### config.mk
export PLATFORM = sky130hd
export DESIGN_NAME = board_memory_flat
export DESIGN_NICKNAME = d
export VERILOG_FILES = /design/src/rtl/board_memory_if.sv /design/src/rtl/board_memory.sv /design/src/flat_wrapper.sv
export SDC_FILE = /design/constraint.sdc
export NUM_CORES = 1
export LEC_CHECK = 0
export ABC_AREA = 1
export BUFFER_PORTS_ARGS = -buffer_cell sky130_fd_sc_hd__clkbuf_2
export CORE_UTILIZATION = 55
export CTS_CLUSTER_DIAMETER = 100
export DETAILED_ROUTE_END_ITERATION = 10
export PLACE_DENSITY = 0.78
export SLEW_MARGIN = 20
export SYNTH_ARGS = -nofsm -noshare
export SYNTH_HDL_FRONTEND = slang
export SYNTH_SLANG_ARGS = --single-unit
### constraint.sdc
create_clock -name ph1 -period 3.4 [get_ports ph1]
set_clock_uncertainty 0.05 [all_clocks]
set_input_delay 0.17 -clock ph1 [delete_from_list [all_inputs] [get_ports ph1]]
set_output_delay 0.17 -clock ph1 [all_outputs]
set_load 0.005 [all_outputs]
### src/rtl/board_memory_if.sv
// Controller/display bus for the tic-tac-toe board store.
interface board_memory_if;
  logic [3:0]  addr;
  logic [1:0]  cellState;
  logic [3:0]  rdAddr;
  logic [1:0]  rdData;
  logic [17:0] board;
  logic        busy;
  logic        gameIsDone;
  logic [1:0]  winner;
  logic [3:0]  moveCount;
  logic        writeError;

  modport master (
    output addr, cellState, rdAddr,
    input  rdData, board, busy, gameIsDone, winner, moveCount, writeError
  );

  modport slave (
    input  addr, cellState, rdAddr,
    output rdData, board, busy, gameIsDone, winner, moveCount, writeError
  );
endinterface

### src/rtl/board_memory.sv
// Board storage for tic-tac-toe: accepts cell writes, then scans the eight
// winning lines one per cycle and latches the game result.
//
// state | meaning
// IDLE  | waiting for a cell write
// CHECK | scanning line line_q (0..7), one line per cycle
// DONE  | game finished (win or tie); terminal until reset
module board_memory (
  input logic           ph1,
  input logic           reset,
  board_memory_if.slave bus
);

  typedef enum logic [1:0] {IDLE, CHECK, DONE} state_t;

  state_t      state_q, state_n;
  logic [2:0]  line_q, line_n;
  logic [17:0] board_q, board_n;
  logic [3:0]  count_q, count_n;
  logic [1:0]  winner_q, winner_n;
  logic        err_q, err_n;

  logic [11:0] line_idx;
  logic [1:0]  ca, cb, cc;
  logic        line_win;
  logic        in_range;
  logic        accept;

  // Cell lookup; indices above 8 read as empty.
  function automatic logic [1:0] cell_at(input logic [17:0] b, input logic [3:0] idx);
    logic [1:0] r;
    r = 2'b00;
    for (int k = 0; k < 9; k++)
      if (idx == 4'(k)) r = b[2*k +: 2];
    return r;
  endfunction

  // Three cell indices of each winning line, packed as {a, b, c}.
  function automatic logic [11:0] line_cells(input logic [2:0] ln);
    logic [11:0] r;
    r = 12'h012;
    case (ln)
      3'd0: r = 12'h012;
      3'd1: r = 12'h345;
      3'd2: r = 12'h678;
      3'd3: r = 12'h036;
      3'd4: r = 12'h147;
      3'd5: r = 12'h258;
      3'd6: r = 12'h048;
      3'd7: r = 12'h246;
    endcase
    return r;
  endfunction

  // Line evaluation and write qualification for the current cycle.
  always_comb begin
    line_idx = line_cells(line_q);
    ca       = cell_at(board_q, line_idx[11:8]);
    cb       = cell_at(board_q, line_idx[7:4]);
    cc       = cell_at(board_q, line_idx[3:0]);
    line_win = (ca != 2'b00) && (ca == cb) && (cb == cc);
    in_range = (bus.addr <= 4'd8);
    accept   = in_range && bus.cellState[1] &&
               (cell_at(board_q, bus.addr) == 2'b00) && (state_q == IDLE);
  end

  // Next-state logic: write acceptance, line scan and result latch.
  always_comb begin
    state_n  = state_q;
    line_n   = line_q;
    board_n  = board_q;
    count_n  = count_q;
    winner_n = winner_q;
    err_n    = 1'b0;
    case (state_q)
      IDLE: begin
        if (accept) begin
          for (int k = 0; k < 9; k++)
            if (bus.addr == 4'(k)) board_n[2*k +: 2] = bus.cellState;
          count_n = count_q + 4'd1;
          line_n  = 3'd0;
          state_n = CHECK;
        end else if (in_range) begin
          err_n = 1'b1;
        end
      end
      CHECK: begin
        // Writes arriving mid-scan are dropped, not queued.
        err_n = in_range;
        if (line_win) begin
          winner_n = ca;
          state_n  = DONE;
        end else if (line_q == 3'd7) begin
          line_n = 3'd0;
          if (count_q == 4'd9) begin
            winner_n = 2'b01;
            state_n  = DONE;
          end else begin
            state_n = IDLE;
          end
        end else begin
          line_n = line_q + 3'd1;
        end
      end
      DONE: err_n = in_range;
      default: state_n = IDLE;
    endcase
  end

  // State and datapath registers.
  always_ff @(posedge ph1 or posedge reset) begin
    if (reset) begin
      state_q  <= IDLE;
      line_q   <= 3'd0;
      board_q  <= 18'd0;
      count_q  <= 4'd0;
      winner_q <= 2'b00;
      err_q    <= 1'b0;
    end else begin
      state_q  <= state_n;
      line_q   <= line_n;
      board_q  <= board_n;
      count_q  <= count_n;
      winner_q <= winner_n;
      err_q    <= err_n;
    end
  end

  assign bus.rdData     = cell_at(board_q, bus.rdAddr);
  assign bus.board      = board_q;
  assign bus.busy       = (state_q == CHECK);
  assign bus.gameIsDone = (state_q == DONE);
  assign bus.winner     = winner_q;
  assign bus.moveCount  = count_q;
  assign bus.writeError = err_q;

endmodule

### src/flat_wrapper.sv
// flat-port wrapper written by rule: the top's interface ports become plain ports
module board_memory_flat 
  (ph1, reset, bus_addr, bus_cellState, bus_rdAddr, bus_rdData, bus_board, bus_busy, bus_gameIsDone, bus_winner, bus_moveCount, bus_writeError);
  board_memory_if bus_i ();
  input logic ph1;
  input logic reset;
  input wire logic [$bits(bus_i.addr)-1:0] bus_addr;
  input wire logic [$bits(bus_i.cellState)-1:0] bus_cellState;
  input wire logic [$bits(bus_i.rdAddr)-1:0] bus_rdAddr;
  output wire logic [$bits(bus_i.rdData)-1:0] bus_rdData;
  output wire logic [$bits(bus_i.board)-1:0] bus_board;
  output wire logic [$bits(bus_i.busy)-1:0] bus_busy;
  output wire logic [$bits(bus_i.gameIsDone)-1:0] bus_gameIsDone;
  output wire logic [$bits(bus_i.winner)-1:0] bus_winner;
  output wire logic [$bits(bus_i.moveCount)-1:0] bus_moveCount;
  output wire logic [$bits(bus_i.writeError)-1:0] bus_writeError;
  assign bus_i.addr = bus_addr;
  assign bus_i.cellState = bus_cellState;
  assign bus_i.rdAddr = bus_rdAddr;
  assign bus_rdData = bus_i.rdData;
  assign bus_board = bus_i.board;
  assign bus_busy = bus_i.busy;
  assign bus_gameIsDone = bus_i.gameIsDone;
  assign bus_winner = bus_i.winner;
  assign bus_moveCount = bus_i.moveCount;
  assign bus_writeError = bus_i.writeError;
  board_memory u_core (.ph1(ph1), .reset(reset), .bus(bus_i));
endmodule
=== After elaboration in Yosys (flattened, before gate mapping) ===
Memory sizes are Yosys's and may differ from the RTL's.
Index checks and enable logic that the tools add are counted.

* $add $sub $neg: 2
* Order comparisons: 1
* Equality and inequality tests: 49
* Mux-type cells: 60
* Bitwise operators: 1
* Reductions and logical operators: 30

{| class="wikitable"
|+ Operator list
! cell !! number
|-
| two-way mux 2 bit || 52
|-
| equality test 4 x 3 -> 1 bit (second input constant) || 20
|-
| equality test 4 x 2 -> 1 bit (second input constant) || 10
|-
| AND reduction 3 bit || 12
|-
| equality test 4 bit (second input constant) || 6
|-
| equality test 4 x 1 -> 1 bit (second input constant) || 5
|-
| logical NOT 4 bit || 5
|-
| two-way mux 3 bit || 3
|-
| nonzero test 2 bit || 4
|-
| case mux 2 bit (3 select lines) || 1
|-
| case mux 3 bit (2 select lines) || 1
|-
| logical AND 1 bit || 5
|-
| adder 4 x 1 -> 4 bit (second input constant) || 1
|-
| equality test 2 bit || 2
|-
| less-or-equal comparator 4 bit (second input constant) || 1
|-
| logical NOT 2 bit || 2
|-
| adder 3 x 1 -> 3 bit (second input constant) || 1
|-
| equality test 3 bit (second input constant) || 1
|-
| inequality test 3 x 1 -> 1 bit (second input constant) || 1
|-
| equality test 2 x 1 -> 1 bit (second input constant) || 1
|-
| equality test 2 bit (second input constant) || 1
|-
| two-way mux 1 bit || 2
|-
| inequality test 2 x 1 -> 1 bit (second input constant) || 1
|-
| inequality test 2 bit (second input constant) || 1
|-
| 4 further kinds || 4
|}

* Register bits after elaboration: 30
* Bits in read-only memories: 80
* Output and inout port bits: 29
* Word-level logic and storage cells: 158
* Memories kept: 1

{| class="wikitable"
|+ Memory list
! name !! depth !! width !! rd ports !! clocked after Yosys merged registers in !! write ports !! line !! text
|-
| (no name shown) || 8 || 10 || 1 || 0 || 0 || board_memory.sv:42 || <nowiki>case (ln)</nowiki>
|}

=== Logic depth before layout (Yosys ltp) ===
Gate-level depths: netlist (run 1).
An unclocked memory read counts as a cell.

* Word-level depth: 16
* Mapped depth: 22
* Gate-level depth less buffers: 22

=== Least setup slack after synthesis (run 1) ===
OpenSTA, ideal clock, no wires.

* Kind: register to register
* Start: register u_core.line_q[0]
* End: register u_core.winner_q[0] (netlist: u_core.bus.winner[0])
* Data arrival time: 2327 ps
* Setup slack: 902 ps
* Cell stages (with the launch flop): 21
* Period minus slack after synthesis: 2498 ps
* Cells stage by stage: dfrtp_1 -> inv_1 -> ha_1 -> inv_2 -> o21ai_2 -> nor2_4 -> nand3_1 -> o21ai_1 -> inv_1 -> nand2_1 -> nand2_1 -> nand2_1 -> nand2_1 -> nand2_1 -> nand2_1 -> nor2_2 -> nand3_2 -> nand2_2 -> nand2_2 -> nand2_1 -> o21ai_2

* Word-level cells in the longest chain between the ends: 16

{| class="wikitable"
|+ RTL lines
! item !! line !! text
|-
| start, declared || board_memory.sv:17 || <nowiki>logic [2:0] line_q, line_n;</nowiki>
|-
| start signal, assigned || board_memory.sv:121 || <nowiki>line_q <= line_n;</nowiki>
|-
| memory (8 x 10 bit) || -- ||
|-
| logical NOT 4 bit || board_memory.sv:34 || <nowiki>if (idx == 4'(k)) r = b[2*k +: 2];</nowiki>
|-
| two-way mux 2 bit (9 in series) || board_memory.sv:34 ||
|-
| equality test 2 bit or nonzero test 2 bit (tied branches) || board_memory.sv:61 || <nowiki>line_win = (ca != 2'b00) && (ca == cb) && (cb == cc);</nowiki>
|-
| logical AND 1 bit (2 in series) || board_memory.sv:61 ||
|-
| nonzero test 2 bit (no source line) || -- ||
|-
| AND reduction 3 bit (no source line) || -- ||
|-
| end signal, assigned || board_memory.sv:124 || <nowiki>winner_q <= winner_n;</nowiki>
|-
| end, declared || board_memory.sv:20 || <nowiki>logic [1:0] winner_q, winner_n;</nowiki>
|}

Parallel ways exist; a longest one is shown, timed or not.
A chain may end at the register's enable or synchronous reset.

=== Final worst setup path (run 1) ===
* Start: register u_core.line_q[0]
* End: register u_core.winner_q[1] (netlist: u_core.bus.winner[1])

The elaborated chain is that of the path after synthesis.

==> summary.md, run 1 <==
| Metric | Value |
|---|---|
| Outcome | complete, no violations |
| Ys flop type | dfrtp_1 |
| Starting Density | 57.6% |
| WS Path Type | reg -> reg |
| Sequential-to-total area share from yosys stat | 29.7% |
| Max-slew violations | 0 |
| Fillers | 376 |
| Routed Antenna Nets | 0 |
| Lkg Pwr | 1.50 nW |
| Syn nets | 398 |
| Crit-path slowest cell | dfrtp_1 |
| DR vias/cell | around 5.6 |
| NumNets Final | 444 |
| Total wire length | between 6000 and 7000 um |
| Max Cap Viol | 0 |
| Critical Path AT | 3060 ps |
| Synth Area in Adders | just under 6% |
| Layout cell share with drive strength beyond 1 | slightly above 20% |
| Slew headroom | between 50 and 60% |
| Hpwl dp | 5360 um |
| Startpoint Class | flop |
| Core footprint | 4380 um2 |
| Critical path's largest stage delay | between 400 and 500 ps |
| Cells after Synth | between 300 and 400 |
| Later-pin clock latency in the skew report | 290 ps |
| Port Buffers | 40 |
| Clock transition at path regs | 70 ps |
| Synth warnings | 0 |
| Antenna cell count | 0 |
| Clock share of power | about 14% |
| Flops & latches, synth | 30 |
| CP delay by family, top | simple AND/OR/NAND/NOR gates |
| Hold Vio Cnt, Final | 0 |
| Drt initial violations | 219 |
| DIE AREA | 4870 um2 |
| Cell mode on critical path | nand2_1 |
| Via count | roughly 2,700 |
| Period utilisation layout | 86.5% |
| Seq pwr share | about 23% |
| Gates resized, CTS repair | 0 |
| Unrepaired setup endpoints after global routing | no |
| HP Class | in -> reg |
| Vias in the first global route | between 2,000 and 2,500 |
| CTS tree | built |
| Post-synthesis cell type count | 38 |
| Post-synthesis mux area share | 0% |
| Int Pwr | 1.05 mW |
| Fmax achieved | 0.340 GHz |
| Setup bufs post-CTS | 0 |
| # DRC | 0 |
| Post-synthesis cell area | 2530 um2 |
| Switching Power | 1.09 mW |
| Hold bufs inserted after CTS | 0 |
| Worst VDD drop | between 0.0003 and 0.0004 V |
| Req. time, crit path | 3520 ps |
| I/O Pins | 41 |
| Tmin final | 2940 ps |
| Die extent in x | between 60 and 70 um |
| Bufs and invs on worst path | 3 |
| CP Cell Sequence | inv_1 > ha_1 > inv_2 > o21ai_2 > nor2_4 > nand4_1 > o21ai_1 > inv_1 > nand2_1 > nand2_1 > nand2_1 > nand2_1 > nand2_1 > nand2_1 > nor2_2 > nand3_2 > nand2_2 > nand2_2 > nand2_1 > o21ai_1 |
| Avg Cell Area, Syn | 6.76 um2 |
| Post-synthesis async set-or-reset flop share | 100% |
| Initial antenna violation count | 0 |
| Area fraction in compound gates after synthesis | between 10% and 20% |
| First-pass iteration count of the detailed router | 5 |
| Maximum clock path buffer count | 2 |
| First-pass GRT wire length | 11,300 um |
| Global route overflow | 0 |
| Post-Synth XOR/XNOR Area | 1.04% |
| Cell Rows | 24 |
| # H-tree levels | 2 |
| Final setup viols | 0 |
| Simple-gate share of the synthesized area | 40.2% |
| Area delta synth->final | 13.8% |
| CP Capture Type | flop |
| Root buffer cell | clkbuf_8 |
| Setup TNS | 0 ps |
| Crit-path max FO | 10 |
| Largest net degree at the start of global routing | 31 |
| Combinational share of power | 63.1% |
| Vert. Die Dim | 69.8 um |
| Largest family of logic cells by synthesized area | simple AND/OR/NAND/NOR gates |
| Sw Ratio | 51.1% |
| Routed len/inst | 14.3 um |
| Number of CTS-inserted buffers | 5 |
| Post-synth EDFFs | 0 |
| GPL Wtd Cong | 0.997 |
| # clock sinks | 30 |
| Tightest Pin Transition | just over 600 ps |
| Power per cell area | 744 nW/um2 |
| Total power | roughly 2.1 mW |
| Global-route usage over all layers | 29.3% |
-- cell usage in the layout (no fill, tap or decap), drive strengths merged, types with 2 or more instances in the layout --
cell type	n
o21ai	27
nor2	32
clkbuf	46
xor2	2
a21oi	7
clkinv	2
o22ai	3
ha	12
a31o	2
nand2	111
o21bai	4
o2111ai	2
nand3	36
dfrtp	30
nor3	10
nand4	18
inv	66
a311oi	2
-- power by group through the flow --
stage / sequential (mW) / clock (mW) / combinational [mW]
after floorplan: 0.479 / 0 / 1.06
after global placement: 0.489 / 0 / 1.30
after detailed placement: 0.491 / 0 / 1.33
after CTS: 0.486 / 0.306 / 1.33
after global routing: 0.495 / 0.321 / 1.53
final: 0.488 / 0.301 / 1.35
-- area by class of cell --
type                    count  area, um2  area share (%)
multi-input cells         275       1500            52.0
flip-flops and latches     30        751            26.1
inverters                  67        259            9.01
repair buffers             41        210            7.31
clock buffers               6       82.6            2.87
well taps                  52       65.1            2.26
clock inverters             2       12.5           0.435
-- per-layer routing --
| metal | share of wire [%] | global-route usage, % |
|---|---|---|
| met5 | 0 | 0 |
| met4 | 1.8 | 9.78 |
| met3 | 7.0 | 6.54 |
| met2 | 49 | 48.7 |
| met1 | 43 | 37.7 |
-- final timing paths --
kind                                                end  slack [ps]  cells after the start            startpoint
max in group asynchronous           u_core.bus.board[8]        2430                      3                 reset
min in group asynchronous       u_core.bus.moveCount[3]         460                      3                 reset
worst max-delay path               u_core.bus.winner[1]         460                     20      u_core.line_q[0]
worst min register to register     u_core.bus.winner[0]         440                      2  u_core.bus.winner[0]
worst max register to register     u_core.bus.winner[1]         460                     20      u_core.line_q[0]
worst min-delay path               u_core.bus.board[13]         170                      4           bus_addr[0]
-- worst min-delay path, cell delays in order --
cell      delay [ps]
clkbuf_2         110
nor3_1            70
nand2_1           80
nand2_1           50
-- cells by family (layout without fill, tap and decap cells) --
kind of cell / after synthesis / count (layout)
simple gates: 210 / 210
buf+inv: 69 / 116
compound gates: 50 / 50
flops: 30 / 30
fa+ha+maj: 12 / 12
xor+xnor: 3 / 3
-- Yosys cell counts, types with 2 or more instances --
cell         n  share of area, %
nor2_4       3               1.3
nand3_1     34               6.7
a21oi_1      7               1.4
o21bai_1     4               1.2
o21ai_1      8               1.6
nor3_1       8               1.6
inv_1       55               8.2
o21ai_0     17               3.4
nor2_1      27               4.0
ha_1        12               5.9
nand3_2      2              0.79
o2111ai_1    2              0.69
dfrtp_1     30                30
inv_2       10               1.5
o22ai_1      3              0.74
a31o_2       2              0.69
xor2_1       2              0.69
nor2_2       2              0.49
buf_6        2              0.89
nand2_2      8               2.0
nand2_1    101                15
nand4_1     17               4.2
a311oi_1     2              0.69
o21ai_2      2              0.69
-- metrics by stage --
stage	cell area, um2	utilization, %	std cells	hold slack [ps]	worst slack [ps]
final	2880	65.6	473	174	460
after global routing	2880	65.6	473	199	89.3
after CTS	2870	65.4	472	137	503
after detailed placement	2770	63.2	464	431	505
after global placement	2770	63.2	464	422	633
after floorplan	2530	-	374	211	902
-- registers in the layout (all words and copies together), names as in the netlist --
register and count:
u_core.bus.writeError 1, u_core.bus.winner 2, u_core.state_q 2, u_core.bus.moveCount 4, u_core.bus.board 18, u_core.line_q 3
Power figures use the tool's default switching activity.
==> run 2: changes to the inputs <==
- CORE_UTILIZATION: 55 -> 52
- CTS_CLUSTER_SIZE: not set -> 40
- PLACE_DENSITY: 0.78 -> 0.77
- clock period: 3.4 -> 2.45 ns (I/O delays scaled with it)
==> run 2 against run 1 <==
  * The flow now finishes with violations (negative setup slack)
  * Global-route usage rose by 1.2 points
  * First-iteration DRC count fell by 26%
  * Sequential power rose by 38%
  * Register-to-register slack got worse by 540 ps
  * Count of clock-buffer cells in the layout rose by 1
  * Design area rose by 16%
  * Via count rose by 8.4%
  * Wire length rose by 11%
  * Clock power rose by 41%
  * Fmax rose by 16%
  * Core utilization rose by 8.6 points
  * Cell count rose by 7.2%
==> summary.md, run 2 (synthesis gave the netlist of run 1 again) <==
| Metric | Value |
|---|---|
| Port Buffers | 40 (unchanged) |
| Commonest non-fill, non-tap cells in the layout | 91 x nand2_1, 53 x inv_1, 40 x clkbuf_2, 31 x buf_4, 29 x nand3_1 |
| HP Class | in -> reg |
| Number of CTS-inserted buffers | 5 (unchanged) |
| Failing checks | negative setup slack |
| Routed Antenna Nets | 0 (unchanged) |
| Total wire length | 7470 um (+11%) |
| Crit-path max FO | 7 (-3) |
| Later-pin clock latency in the skew report | 290 ps (about the same) |
| Global-route usage over all layers | 30.6% (+1.2 points) |
| CP Capture Type | flop |
| Hold Vio Cnt, Final | 0 (unchanged) |
| FF-to-FF setup slack | -80 ps (-540 ps) |
| Unrepaired setup endpoints after global routing | yes |
| Power per cell area | 1110 nW/um2 (+49%) |
| Initial antenna violation count | 0 (unchanged) |
| Fmax achieved | 0.396 GHz (+16%) |
| Drt initial violations | 162 (-26%) |
| Area delta synth->final | 32.3% |
| Worst VDD drop | 0.000612 V (+61%) |
| Dpl ws | -229 ps (-734 ps) |
| Multi-input gate area | 1690 um2 (+13%) |
| # placed instances | 492 (+6.0%) |
| Starting Density | 56.1% (-1.5 points) |
| Lkg Pwr | 1.71 nW (+14%) |
| CTS tree | built |
| First-pass GRT wire length | 12,300 um (+8.9%) |
| Clock transition at path regs | 70 ps (about the same) |
| Root buffer cell | clkbuf_8 |
| Final setup viols | 7 (+7) |
| Setup ws final | -76.8 ps (-537 ps) |
| Global route overflow | 0 (unchanged) |
| Slew headroom | 70.8% (+12 points) |
| WS Path Type | reg -> reg |
| Period utilisation layout | 103% (+17 points) |
| Max Cap Viol | 0 (unchanged) |
| Vert. Die Dim | 71.7 um (+2.8%) |
| Tmin final | 2530 ps (-413 ps) |
| # H-tree levels | 2 (unchanged) |
| Req. time, crit path | 2580 ps (-940 ps) |
| Vias in the first global route | 2,647 (+7.5%) |
| Startpoint Class | flop |
| Critical Path AT | 2650 ps (-410 ps) |
| I/O Pins | 41 (unchanged) |
| Outcome | complete, but fails checks |
| First-pass iteration count of the detailed router | 5 (unchanged) |
| Core footprint | 4500 um2 (+2.7%) |
| Layout cell share with drive strength beyond 1 | 32.5% (+12 points) |
| DIE AREA | 5140 um2 (+5.6%) |
| # DRC | 0 (unchanged) |
| Tightest Pin Transition | 435 ps (-182 ps) |
| Post-route cell area | 3340 um2 (+16%) |
| Commonest non-fill, non-tap cell in the layout | nand2_1 |
| DR vias/cell | 5.67 (+1.1%) |
| Hpwl dp | 5560 um (+3.8%) |
| Antenna cell count | 0 (unchanged) |
| # clock sinks | 30 (unchanged) |
| Fillers | 362 (-3.7%) |
| Largest register FFs | 18 (unchanged) |
| Non-Filler Instances | 507 (+7.2%) |
| Largest net degree at the start of global routing | 31 (unchanged) |
| Fin util | 74.2% (+8.6 points) |
| Setup TNS | -380 ps (-380 ps) |
| GPL Wtd Cong | 1.04 (+4.0%) |
| Max-slew violations | 0 (unchanged) |
| Via count | 2,873 (+8.4%) |
| Placed inst area | 2990 um2 (+7.8%) |
| Die extent in x | 71.7 um (+2.8%) |
| NumNets Final | 478 (+7.7%) |
| Reg area | 753 um2 (+0.33%) |
| Routed len/inst | 14.7 um (+3.2%) |
| Cell Rows | 24 (unchanged) |
| Maximum clock path buffer count | 2 (unchanged) |
## run 2: metal layers
layer  vias to the layer above  part of all wire, %  wire length (um)  GRT usage (%)
met5                         -                    0                 0              0
met1                      1358                   43              3230           40.3
met4                         0                  2.0               151           12.4
met2                       116                   49              3640           50.3
li1                       1382                    -                 -              -
met3                        17                  6.1               453           4.78
## run 2: path summary, 6_finish.rpt
| kind | startpoint | end | cells past startpoint |
|---|---|---|---|
| worst max-delay path | u_core.line_q[0] | u_core.bus.winner[0] | 20 |
| worst min-delay path | bus_addr[0] | u_core.bus.board[13] | 4 |
| worst max register to register | u_core.line_q[0] | u_core.bus.winner[0] | 20 |
| worst min register to register | u_core.bus.moveCount[3] | u_core.bus.moveCount[3] | 1 |
| max in group asynchronous | reset | u_core.line_q[0] | 4 |
| min in group asynchronous | reset | u_core.bus.board[12] | 4 |
## run 2: per-stage QoR
stage	total power [mW]	hold slack (ps)
2_1_floorplan	2.14	163
3_3_place_gp	2.76	144
3_5_place_dp	2.79	153
4_1_cts	3.53	105
5_1_grt	3.98	155
6_report	3.70	116
## run 2: cell type report
| class | count | area share [%] |
|---|---|---|
| multi-input cells | 275 | 50.4 |
| clock inverters | 1 | 0.150 |
| inverters | 67 | 8.12 |
| flip-flops and latches | 30 | 22.5 |
| clock buffers | 7 | 2.58 |
| repair buffers | 75 | 14.3 |
| well taps | 52 | 1.95 |
## run 2: power by group
group	switching [mW]	total (mW)	leakage (nW)	internal [mW]
clock network	0.198	0.424	0.0482	0.226
logic	1.54	2.60	1.35	1.06
registers	0.0897	0.671	0.311	0.581
## run 2: what timing repair did
| item | 4_1_cts | 5_1_grt |
|---|---|---|
| pin swaps | 13 | 15 |
| setup endpoints to repair | 7 | 7 |
| hold endpoints to repair | 30 | 0 |
| buffers inserted | 4 | 2 |
| hold buffers | 1 | 0 |
| resized for setup | 36 | 18 |
## run 2: critical path, stage by stage (launching register included)
cell and delay [ps]:
dfrtp_2 440, inv_4 90, ha_4 240, inv_8 90, o21ai_4 60, nor2_4 140
nand4_1 210, o21ai_1 130, inv_1 50, nand2_1 60, nand2_1 50, nand2_1 70
nand2_1 60, nand2_1 80, nand2_2 70, nor2_4 130, nand2_2 90, nand2_1 110
nand2_4 80, nand2_2 60, o21ai_2 50
==> run 3: changes to the inputs <==
- CORE_UTILIZATION: 52 -> 53
- CTS_BUF_LIST: not set -> sky130_fd_sc_hd__clkbuf_4 sky130_fd_sc_hd__clkbuf_8
- PLACE_DENSITY: 0.77 -> 0.79
==> run 3 against run 2 <==
  * The flow finishes with violations (design-rule violations, negative setup slack)
  * Core utilization rose by 0.58 points
  * Critical endpoint is now u_core.bus.winner[1]
  * Register-to-register slack barely moved
  * Critical path depth fell by 1
  * Cell count fell by 0.79%
  * Via count did not move
  * Highest routed layer unchanged
  * Power rose by 1.5%
  * Fmax barely moved
  * Wire length barely moved
  * Combinational power rose by 2%
  * Sequential share of layout area fell by 0.063 points
  * Clock power barely moved
==> summary.md, run 3 (synthesis gave the netlist of run 1 again) <==
| Metric | Value |
|---|---|
| Outcome | complete, but fails checks |
| Failing checks | design-rule violations, negative setup slack |
| Post-route cell area | 3350 um2 (+0.11%) |
| Root buffer cell | clkbuf_8 |
| # clock sinks | 30 (unchanged) |
| # DRC | 1 (+1) |
| Cell Rows | 24 (unchanged) |
| Setup ws final | -75.0 ps (+1.76 ps) |
| Commonest non-fill, non-tap cell in the layout | nand2_1 |
| Total power | 3.75 mW (+1.5%) |
| Lkg Pwr | 1.71 nW (+0.13%) |
| Largest net degree at the start of global routing | 31 (unchanged) |
| Slew headroom | 69.5% (-1.3 points) |
| M1 GR Usage | 39.1% (-1.2 points) |
| FF-to-FF setup slack | -80 ps (about the same) |
| Fmax achieved | 0.396 GHz (about the same) |
| Routed Antenna Nets | 0 (unchanged) |
| Starting Density | 56.5% (+0.38 points) |
| WS Path Type | reg -> reg |
| Die extent in x | 71.1 um (-0.92%) |
| CP Capture Type | flop |
| Antenna cell count | 0 (unchanged) |
| I/O Pins | 41 (unchanged) |
| Clock share of power | 11.4% (about the same) |
| Int Pwr | 1.90 mW (+1.5%) |
| Crit Reg-Reg Startpoint | u_core.line_q[0] |
| Max Cap Viol | 0 (unchanged) |
| Seq pwr share | 17.9% (-0.2 points) |
| Switching Power | 1.85 mW (+1.5%) |
| Met2 Resource Use GR | 54.5% (+4.2 points) |
| Placed inst area | 2960 um2 (-0.75%) |
| Later-pin clock latency in the skew report | 290 ps (about the same) |
| Worst Hold Path EP | u_core.bus.board[17] |
| Sw Ratio | 49.4% (about the same) |
| Combinational share of power | 70.7% (+0.3 points) |
| Req. time, crit path | 2570 ps (about the same) |
| GPL Wtd Cong | 1.03 (-0.77%) |
| Crit-path max FO | 11 (+4) |
| Global-route usage over all layers | 31.6% (+1.0 points) |
| GR Util met3 | 4.42% (-0.37 points) |
| Commonest non-fill, non-tap cells in the layout | 87 x nand2_1, 52 x inv_1, 40 x clkbuf_2, 29 x dfrtp_1 |
| Max-slew violations | 0 (unchanged) |
| Vert. Die Dim | 71.1 um (-0.92%) |
| Worst VDD drop | 0.000678 V (+11%) |
| DR vias/cell | 5.71 (+0.80%) |
| Busiest grt layer | met2 |
| NumNets Final | 474 (-0.84%) |
| Layout cell share with drive strength beyond 1 | 33.7% (+1.2 points) |
| First-pass iteration count of the detailed router | 8 (+3) |
| # H-tree levels | 2 (unchanged) |
| Maximum clock path buffer count | 2 (unchanged) |
| R2R depth | 19 (-5.0%) |
| Power per cell area | 1120 nW/um2 (+1.4%) |
| Critical Path AT | 2650 ps (about the same) |
| Port Buffers | 40 (unchanged) |
| Tightest Pin Transition | 455 ps (+19.7 ps) |
| Hold Vio Cnt, Final | 0 (unchanged) |
| Startpoint Class | flop |
| DIE AREA | 5050 um2 (-1.8%) |
| Hold Crit Depth | 4 (unchanged) |
| Number of CTS-inserted buffers | 5 (unchanged) |
| Vias in the first global route | 2,779 (+5.0%) |
| Worst Min Path Start | bus_addr[2] |
| Period utilisation layout | 103% (about the same) |
| Global route overflow | 0 (unchanged) |
| Via count | 2,873 (unchanged) |
| Total wire length | 7470 um (about the same) |
| Routed len/inst | 14.8 um (+0.70%) |
| R2R Path End | u_core.bus.winner[1] |
| Final setup viols | 7 (unchanged) |
| HP Class | in -> reg |
| Core footprint | 4470 um2 (-0.67%) |
| Unrepaired setup endpoints after global routing | yes |
| Hpwl dp | 5560 um (about the same) |
| Initial antenna violation count | 0 (unchanged) |
| First-pass GRT wire length | 12,400 um (+1.2%) |
| Area delta synth->final | 32.4% |
| Drt initial violations | 230 (+42%) |
| Clock transition at path regs | 70 ps (about the same) |
| Tmin final | 2530 ps (-1.76 ps) |
| Fillers | 340 (-6.1%) |
| Largest register FFs | 18 (unchanged) |
| CTS tree | built |
==> run 3: layout make-up <==
class	count	area, um2	share of cell area, %
repair buffers	71	443	13.2
clock buffers	7	90.1	2.69
clock inverters	1	5.00	0.150
inverters	67	269	8.04
flip-flops and latches	30	752	22.5
multi-input cells	275	1720	51.5
well taps	52	65.1	1.94
==> run 3: through the flow <==
step	std cells	setup TNS (ps)	hold slack (ps)	worst slack [ps]	utilization [%]
6_report	503	-355	124	-75.0	74.8
3_3_place_gp	489	-207	147	-61.1	66.2
5_1_grt	503	-1560	150	-247	74.8
3_5_place_dp	489	-861	153	-160	66.2
2_1_floorplan	374	0	163	35.7	-
4_1_cts	502	-167	116	-62.0	71.2
==> run 3: critical path, stage by stage, from the launching register on <==
cell and delay (ps):
dfrtp_1 420, buf_4 160, ha_4 180, nand2_8 100, nand2_8 90, buf_4 150, nor3_2 210, nand2_1 130
nand4_4 120, nand2_1 60, nand2_1 50, nand2_1 60, inv_2 60, nand2_2 50, nor2_4 120, nand3_4 120
nand2_4 100, nand2_4 60, nand2_2 50, o21ai_1 60
==> run 3: how the worst max path moves through the flow <==
stage,slack [ps],from,cells past startpoint,endpoint
final,-80,u_core.line_q[0],19,u_core.bus.winner[1]
after global routing,-250,u_core.line_q[0],21,u_core.state_q[1]
after CTS,-60,u_core.line_q[0],20,u_core.bus.winner[0]
after detailed placement,-160,u_core.line_q[0],18,u_core.bus.winner[0]
after global placement,-60,u_core.line_q[0],18,u_core.bus.winner[0]
after floorplan,40,u_core.line_q[0],20,u_core.bus.winner[0]
==> run 3: what timing repair did <==
item,4_1_cts,5_1_grt
resized for setup,21,39
setup endpoints to repair,7,7
pin swaps,8,15
endpoints found under the hold margin,30,0
setup buffers,4,1
hold buffers,1,0
==> run 3: power by group through the flow <==
stage          clock network (mW)  logic (mW)  registers, mW
2_1_floorplan                   0        1.48          0.666
3_3_place_gp                    0        2.04          0.666
3_5_place_dp                    0        2.09          0.670
4_1_cts                     0.436        2.35          0.665
5_1_grt                     0.449        2.92          0.682
6_report                    0.426        2.65          0.672
==> run 3: routing by layer <==
layer | share of wire [%] | routed length, um | vias to the layer above
met5 | 0 | 0 | -
li1 | - | - | 1378
met2 | 50 | 3730 | 123
met1 | 41 | 3060 | 1334
met3 | 5.7 | 425 | 38
met4 | 3.4 | 255 | 0
